## src/rtl/flash_audio_pkg.sv

```systemverilog
`default_nettype none
// ============================================================================
//  Module      : flash_audio_pkg
//  Description : Shared types, widths and sample attenuation helper for the
//                flash-to-codec playback engine.
//  Revision    : 1.0  initial release
// ============================================================================
package flash_audio_pkg;

    localparam int SAMPLE_W = 16;
    localparam int WORD_W   = 32;

    typedef enum logic [1:0] {
        F_IDLE = 2'd0,
        F_REQ  = 2'd1,
        F_WAIT = 2'd2
    } fetch_state_t;

    typedef enum logic [0:0] {
        O_IDLE = 1'b0,
        O_HOLD = 1'b1
    } out_state_t;

    // Floor division by 2^shift, keeping the sign of the PCM sample.
    function automatic logic [SAMPLE_W-1:0] atten(input logic [SAMPLE_W-1:0] sample,
                                                  input logic [3:0]          shift);
        return $signed(sample) >>> shift;
    endfunction

endpackage
`default_nettype wire

```

## src/rtl/flash_audio_streamer_fifo.sv

```systemverilog
`default_nettype none
// ============================================================================
//  Module      : sync_fifo
//  Description : Single-clock first-word-fall-through FIFO; dout shows the
//                oldest entry whenever empty is low.
//  Revision    : 1.0  initial release
// ============================================================================
module sync_fifo #(
    parameter int WIDTH = 32,
    parameter int DEPTH = 4
) (
    input  logic                       clk,
    input  logic                       rst,
    input  logic                       push,
    input  logic                       pop,
    input  logic [WIDTH-1:0]           din,
    output logic [WIDTH-1:0]           dout,
    output logic [$clog2(DEPTH):0]     count,
    output logic                       empty,
    output logic                       full
);

    localparam int                c_AW   = $clog2(DEPTH);
    localparam logic [c_AW:0]     c_FULL = (c_AW + 1)'(DEPTH);

    logic [WIDTH-1:0] r_mem [DEPTH];
    logic [c_AW-1:0]  r_wr_ptr;
    logic [c_AW-1:0]  r_rd_ptr;
    logic [c_AW:0]    r_count;
    logic             w_do_push;
    logic             w_do_pop;

    // A push into a full FIFO is still legal when the same cycle pops.
    assign w_do_push = push && (!full || pop);
    assign w_do_pop  = pop && !empty;

    always_ff @(posedge clk) begin
        if (w_do_push) begin
            r_mem[r_wr_ptr] <= din;
        end
    end

    always_ff @(posedge clk) begin
        if (rst) begin
            r_wr_ptr <= '0;
            r_rd_ptr <= '0;
            r_count  <= '0;
        end else begin
            if (w_do_push) begin
                r_wr_ptr <= r_wr_ptr + 1'b1;
            end
            if (w_do_pop) begin
                r_rd_ptr <= r_rd_ptr + 1'b1;
            end
            case ({w_do_push, w_do_pop})
                2'b10:   r_count <= r_count + 1'b1;
                2'b01:   r_count <= r_count - 1'b1;
                default: r_count <= r_count;
            endcase
        end
    end

    assign dout  = r_mem[r_rd_ptr];
    assign count = r_count;
    assign empty = (r_count == '0);
    assign full  = (r_count == c_FULL);

endmodule
`default_nettype wire

```

## src/rtl/flash_audio_streamer.sv

```systemverilog
`default_nettype none
// ============================================================================
//  Module      : flash_audio_streamer
//  Description : Streams packed 16-bit PCM from the flash Avalon-MM read port
//                to the audio codec, with prefetch, attenuation and looping.
//  Revision    : 1.0  initial release
// ============================================================================
module flash_audio_streamer
    import flash_audio_pkg::*;
#(
    parameter int                ADDR_W      = 23,
    parameter logic [ADDR_W-1:0] START_ADDR  = 23'h000000,
    parameter logic [ADDR_W-1:0] END_ADDR    = 23'h0FFFFF,
    parameter int                ATTEN_SHIFT = 6,
    parameter int                STEREO      = 0,
    parameter int                LOOP        = 1,
    parameter int                FIFO_DEPTH  = 4
) (
    input  logic                clk,
    input  logic                reset,
    input  logic                run,
    output logic                flash_mem_read,
    input  logic                flash_mem_waitrequest,
    output logic [ADDR_W-1:0]   flash_mem_address,
    input  logic [WORD_W-1:0]   flash_mem_readdata,
    input  logic                flash_mem_readdatavalid,
    input  logic                write_ready,
    output logic                write_s,
    output logic [SAMPLE_W-1:0] writedata_left,
    output logic [SAMPLE_W-1:0] writedata_right,
    output logic                playing,
    output logic                done
);

    localparam int                 c_CNT_W     = $clog2(FIFO_DEPTH) + 1;
    localparam logic [c_CNT_W-1:0] c_DEPTH_CNT = c_CNT_W'(FIFO_DEPTH);
    localparam logic [3:0]         c_SHIFT     = 4'(ATTEN_SHIFT);
    localparam bit                 c_STEREO    = (STEREO != 0);
    localparam bit                 c_LOOP      = (LOOP != 0);

    fetch_state_t        r_fstate;
    fetch_state_t        w_fstate_nxt;
    out_state_t          r_ostate;
    out_state_t          w_ostate_nxt;

    logic [ADDR_W-1:0]   r_addr;
    logic                r_fetch_end;
    logic                r_stopped;
    logic                r_half;
    logic                r_write_s;
    logic                r_done;
    logic [SAMPLE_W-1:0] r_left;
    logic [SAMPLE_W-1:0] r_right;

    logic                w_push;
    logic                w_pop;
    logic                w_load;
    logic                w_finish;
    logic                w_start;
    logic                w_room;
    logic [WORD_W-1:0]   w_fifo_dout;
    logic [c_CNT_W-1:0]  w_fifo_count;
    logic [c_CNT_W-1:0]  w_free_slots;
    logic                w_empty;
    logic                w_full;
    logic [SAMPLE_W-1:0] w_samp_lo;
    logic [SAMPLE_W-1:0] w_samp_hi;
    logic [SAMPLE_W-1:0] w_samp_mono;

    sync_fifo #(
        .WIDTH (WORD_W),
        .DEPTH (FIFO_DEPTH)
    ) u_fifo (
        .clk   (clk),
        .rst   (reset),
        .push  (w_push),
        .pop   (w_pop),
        .din   (flash_mem_readdata),
        .dout  (w_fifo_dout),
        .count (w_fifo_count),
        .empty (w_empty),
        .full  (w_full)
    );

    // The word still in flight is counted as occupied so the FIFO can never overflow.
    assign w_free_slots = c_DEPTH_CNT - w_fifo_count - c_CNT_W'(r_fstate != F_IDLE);
    assign w_room       = !w_full && (w_free_slots != '0);

    always_comb begin
        w_fstate_nxt = r_fstate;
        w_push       = 1'b0;
        case (r_fstate)
            F_IDLE: begin
                if (run && !r_stopped && !r_fetch_end && w_room) begin
                    w_fstate_nxt = F_REQ;
                end
            end
            F_REQ: begin
                if (!flash_mem_waitrequest) begin
                    w_fstate_nxt = F_WAIT;
                end
            end
            F_WAIT: begin
                if (flash_mem_readdatavalid) begin
                    w_push       = 1'b1;
                    w_fstate_nxt = F_IDLE;
                end
            end
            default: w_fstate_nxt = F_IDLE;
        endcase
    end

    always_ff @(posedge clk) begin
        if (reset) begin
            r_fstate    <= F_IDLE;
            r_addr      <= START_ADDR;
            r_fetch_end <= 1'b0;
        end else begin
            r_fstate <= w_fstate_nxt;
            if (w_push) begin
                if (r_addr == END_ADDR) begin
                    if (c_LOOP) begin
                        r_addr <= START_ADDR;
                    end else begin
                        r_fetch_end <= 1'b1;
                    end
                end else begin
                    r_addr <= r_addr + 1'b1;
                end
            end
        end
    end

    assign w_samp_lo   = atten(w_fifo_dout[SAMPLE_W-1:0], c_SHIFT);
    assign w_samp_hi   = atten(w_fifo_dout[WORD_W-1:SAMPLE_W], c_SHIFT);
    assign w_samp_mono = r_half ? w_samp_hi : w_samp_lo;
    assign w_start     = run && !r_stopped && !w_empty && write_ready;

    always_comb begin
        w_ostate_nxt = r_ostate;
        w_pop        = 1'b0;
        w_load       = 1'b0;
        w_finish     = 1'b0;
        case (r_ostate)
            O_IDLE: begin
                if (w_start) begin
                    w_load       = 1'b1;
                    w_pop        = c_STEREO || r_half;
                    w_ostate_nxt = O_HOLD;
                end
            end
            O_HOLD: begin
                if (!write_ready) begin
                    w_ostate_nxt = O_IDLE;
                    // Last word fetched and fully drained: the one-shot is over.
                    w_finish     = r_fetch_end && w_empty && !r_stopped;
                end
            end
            default: w_ostate_nxt = O_IDLE;
        endcase
    end

    always_ff @(posedge clk) begin
        if (reset) begin
            r_ostate  <= O_IDLE;
            r_half    <= 1'b0;
            r_write_s <= 1'b0;
            r_left    <= '0;
            r_right   <= '0;
            r_stopped <= 1'b0;
            r_done    <= 1'b0;
        end else begin
            r_ostate  <= w_ostate_nxt;
            r_write_s <= w_load;
            r_done    <= w_finish;
            if (w_finish) begin
                r_stopped <= 1'b1;
            end
            if (w_load) begin
                if (c_STEREO) begin
                    r_left  <= w_samp_lo;
                    r_right <= w_samp_hi;
                    r_half  <= 1'b0;
                end else begin
                    r_left  <= w_samp_mono;
                    r_right <= w_samp_mono;
                    r_half  <= ~r_half;
                end
            end
        end
    end

    assign flash_mem_read    = (r_fstate == F_REQ);
    assign flash_mem_address = r_addr;
    assign write_s           = r_write_s;
    assign writedata_left    = r_left;
    assign writedata_right   = r_right;
    assign playing           = run && !r_stopped;
    assign done              = r_done;

endmodule
`default_nettype wire
```

## config.mk

```make
export PLATFORM = sky130hd
export DESIGN_NAME = flash_audio_streamer
export DESIGN_NICKNAME = d
export VERILOG_FILES = /design/src/rtl/flash_audio_pkg.sv /design/src/rtl/flash_audio_streamer_fifo.sv /design/src/rtl/flash_audio_streamer.sv
export SDC_FILE = /design/constraint.sdc
export NUM_CORES = 1
export LEC_CHECK = 0
export ABC_AREA = 1
export CAP_MARGIN = 20
export CORE_UTILIZATION = 40
export CTS_CLUSTER_SIZE = 10
export DETAILED_ROUTE_END_ITERATION = 10
export PLACE_DENSITY = 0.72
export SLEW_MARGIN = 20
export SYNTH_ARGS = -nofsm -noshare
export SYNTH_HDL_FRONTEND = slang
export SYNTH_HIERARCHICAL = 1
export SYNTH_SLANG_ARGS = --single-unit
```

## constraint.sdc

```tcl
create_clock -name clk -period 7.25 [get_ports clk]
set_clock_uncertainty 0.2 [all_clocks]
set_input_delay 2.175 -clock clk [delete_from_list [all_inputs] [get_ports clk]]
set_output_delay 2.175 -clock clk [all_outputs]
set_load 0.05 [all_outputs]
```

==> run metrics <==
CP endpoint kind primary output; setup bufs post-CTS 0; syn_nets 629; Slew @ Worst Pin 863 ps; Worst setup SP type primary input; GP Congestion 0.811; cell count after synthesis 582; filler instances 1,241; Max-Cap Viols 0; Worst-path clk slew 50 ps; post-cts sizing count 0; Starting Density 40.9%; DR DRC count 0; final slew viol count 0; R2R setup slack 4420 ps; Final Hold Fails 0; Setup TNS 0 ps; Worst Slack Setup Final 1370 ps; mapped cell area 5680 um^2; layout cell share with drive strength beyond 1 9.04%; die footprint 14,700 um^2; synthesized area per cell 9.76 um^2; R2R cell count 9; CTS Buf Count 17; TritonRoute pass-1 iters 5; htree depth 4; Buf+Inv Stages, Crit Path 2; R2R Path End u_fifo/count[1]; Hold-fix buffers, CTS 0; # IOs 97; initial antenna violation count 0; crit-path most repeated cell clkdlybuf4s50_1; WS Path Type primary input to primary output; core region area 13,900 um^2; total track usage 17.5%; routed len/inst 14.7 um; deepest clock path buffer count 2; global-route wire length before repair 19.3 mm; Fmax 170 MHz; Vias/cell 5.05; final setup fails 0; Vias 4,203; Std-Cell Rows 43; CP Cell Sequence clkdlybuf4s50_1 -> clkdlybuf4s50_1; Min Clock Period, post-route 5880 ps; Critical Path Max Stage Delay 820 ps; Syn. warnings 6; outcome completed; VDD IR-drop max 196 uV; RSZ-0062 raised after global routing no; Slew HR 42.4%; FF+latch area 3340 um^2; delay-heaviest family, CP buffers and inverters; Total Nets Final 687; final wirelength 12.2 mm; Min-Delay Endpoint r_ostate; area occupied by multi-input gates 1770 um^2; die height 121 um; HP Start r_ostate; DRT iter0 DRCs 303; worst hold path class register to register; Post-DRT Antenna Nets 0; antenna cells 0; Die Wd 121 um; CTS sink cnt 127; layout overhead on the synthesized area 22.7%; data required time of the worst path 4880 ps; largest net degree at the start of global routing 42; Overflow after GRT 0; period utilization 81.1%; number of buffers added on ports 83; R2R Path Start r_half; Post-DP HPWL 7.63 mm; CP max FO 3; Clock Tree Root clkbuf_16; Worst path slowest cell clkdlybuf4s50_1; Critical Path Source run; Pleak 0.00248 uW; Min-Delay Path Depth 2; cell area power density 241 nW/um^2; CTS tree yes; clk_lat worst skew 420 ps; pre-CTS setup slack 1370 ps; number of global-route vias before repair 4,016; Worst EP arrival 3510 ps
-- how the worst max path moves through the flow --
stage                     endpoint  slack, ps  cells past startpoint
after CTS                  playing       1370                      2
after floorplan            playing       2530                      1
after detailed placement   playing       1370                      2
final                      playing       1370                      2
after global placement     playing       1390                      2
after global routing       playing       1330                      2
-- sequential cells by signal (all words and copies together) (netlist names), named ones only --
register / cells
u_fifo/r_mem: 80
u_fifo/r_rd_ptr: 2
write_s: 1
writedata_right: 10
u_fifo/r_wr_ptr: 2
r_ostate: 1
u_fifo/count: 3
flash_mem_address: 23
r_fstate: 2
r_half: 1
-- power breakdown --
part | switching, uW | internal, uW | leakage [uW]
Sequential | 7.62 | 779 | 0.00110
Combinational | 68.6 | 39.2 | 0.00111
Clock | 323 | 462 | 0.000269
-- cells in the final DEF, fill, tap and decap left out, types with 4 or more instances in the layout --
cell type	n
nor2_1	99
nand2_1	87
clkdlybuf4s50_1	83
edfxtp_1	80
dfxtp_1	47
inv_1	45
o21ai_0	35
nand3_1	26
o22ai_1	20
o21ai_1	19
clkbuf_16	17
a21oi_1	11
a31oi_1	10
ha_1	8
nor2_2	6
xor2_1	6
nand4_1	6
inv_6	6
buf_4	5
inv_2	4
nor2_4	4
xnor2_1	4
-- through the flow --
stage | cells | hold WS [ps] | power (uW) | cell area [um^2] | util, %
global placement | 801 | 255 | 906 | 6410 | 46.2
floorplan | 582 | 237 | 870 | 5680 | -
global route | 833 | 285 | 1730 | 6970 | 50.2
detailed placement | 801 | 257 | 909 | 6410 | 46.2
CTS | 833 | 266 | 1690 | 6970 | 50.2
finish | 833 | 265 | 1680 | 6970 | 50.2
-- metal layers --
| metal | track usage (%) | part of all wire (%) |
|---|---|---|
| met5 | 0 | 0 |
| met4 | 5.48 | 1.0 |
| met3 | 5.36 | 5.7 |
| met2 | 29.5 | 49 |
| met1 | 21.5 | 44 |
-- worst reg2reg max path, stage by stage (launching register included) --
cell and delay (ps):
dfxtp_1 580, inv_1 320, nor2_1 330, inv_1 70
nand3_1 180, nand2_1 170, ha_1 250, inv_1 80
fa_1 420, a21oi_1 160
-- layout make-up --
type                            instances  area share [%]
Inverter                               51            2.89
Sequential cell                       127            48.0
Clock buffer                           20            6.55
Clock inverter                         12            1.42
Multi-Input combinational cell        355            25.5
Tap cell                              180            3.23
Timing Repair Buffer                   88            12.5
Power figures use the tool's default switching activity.
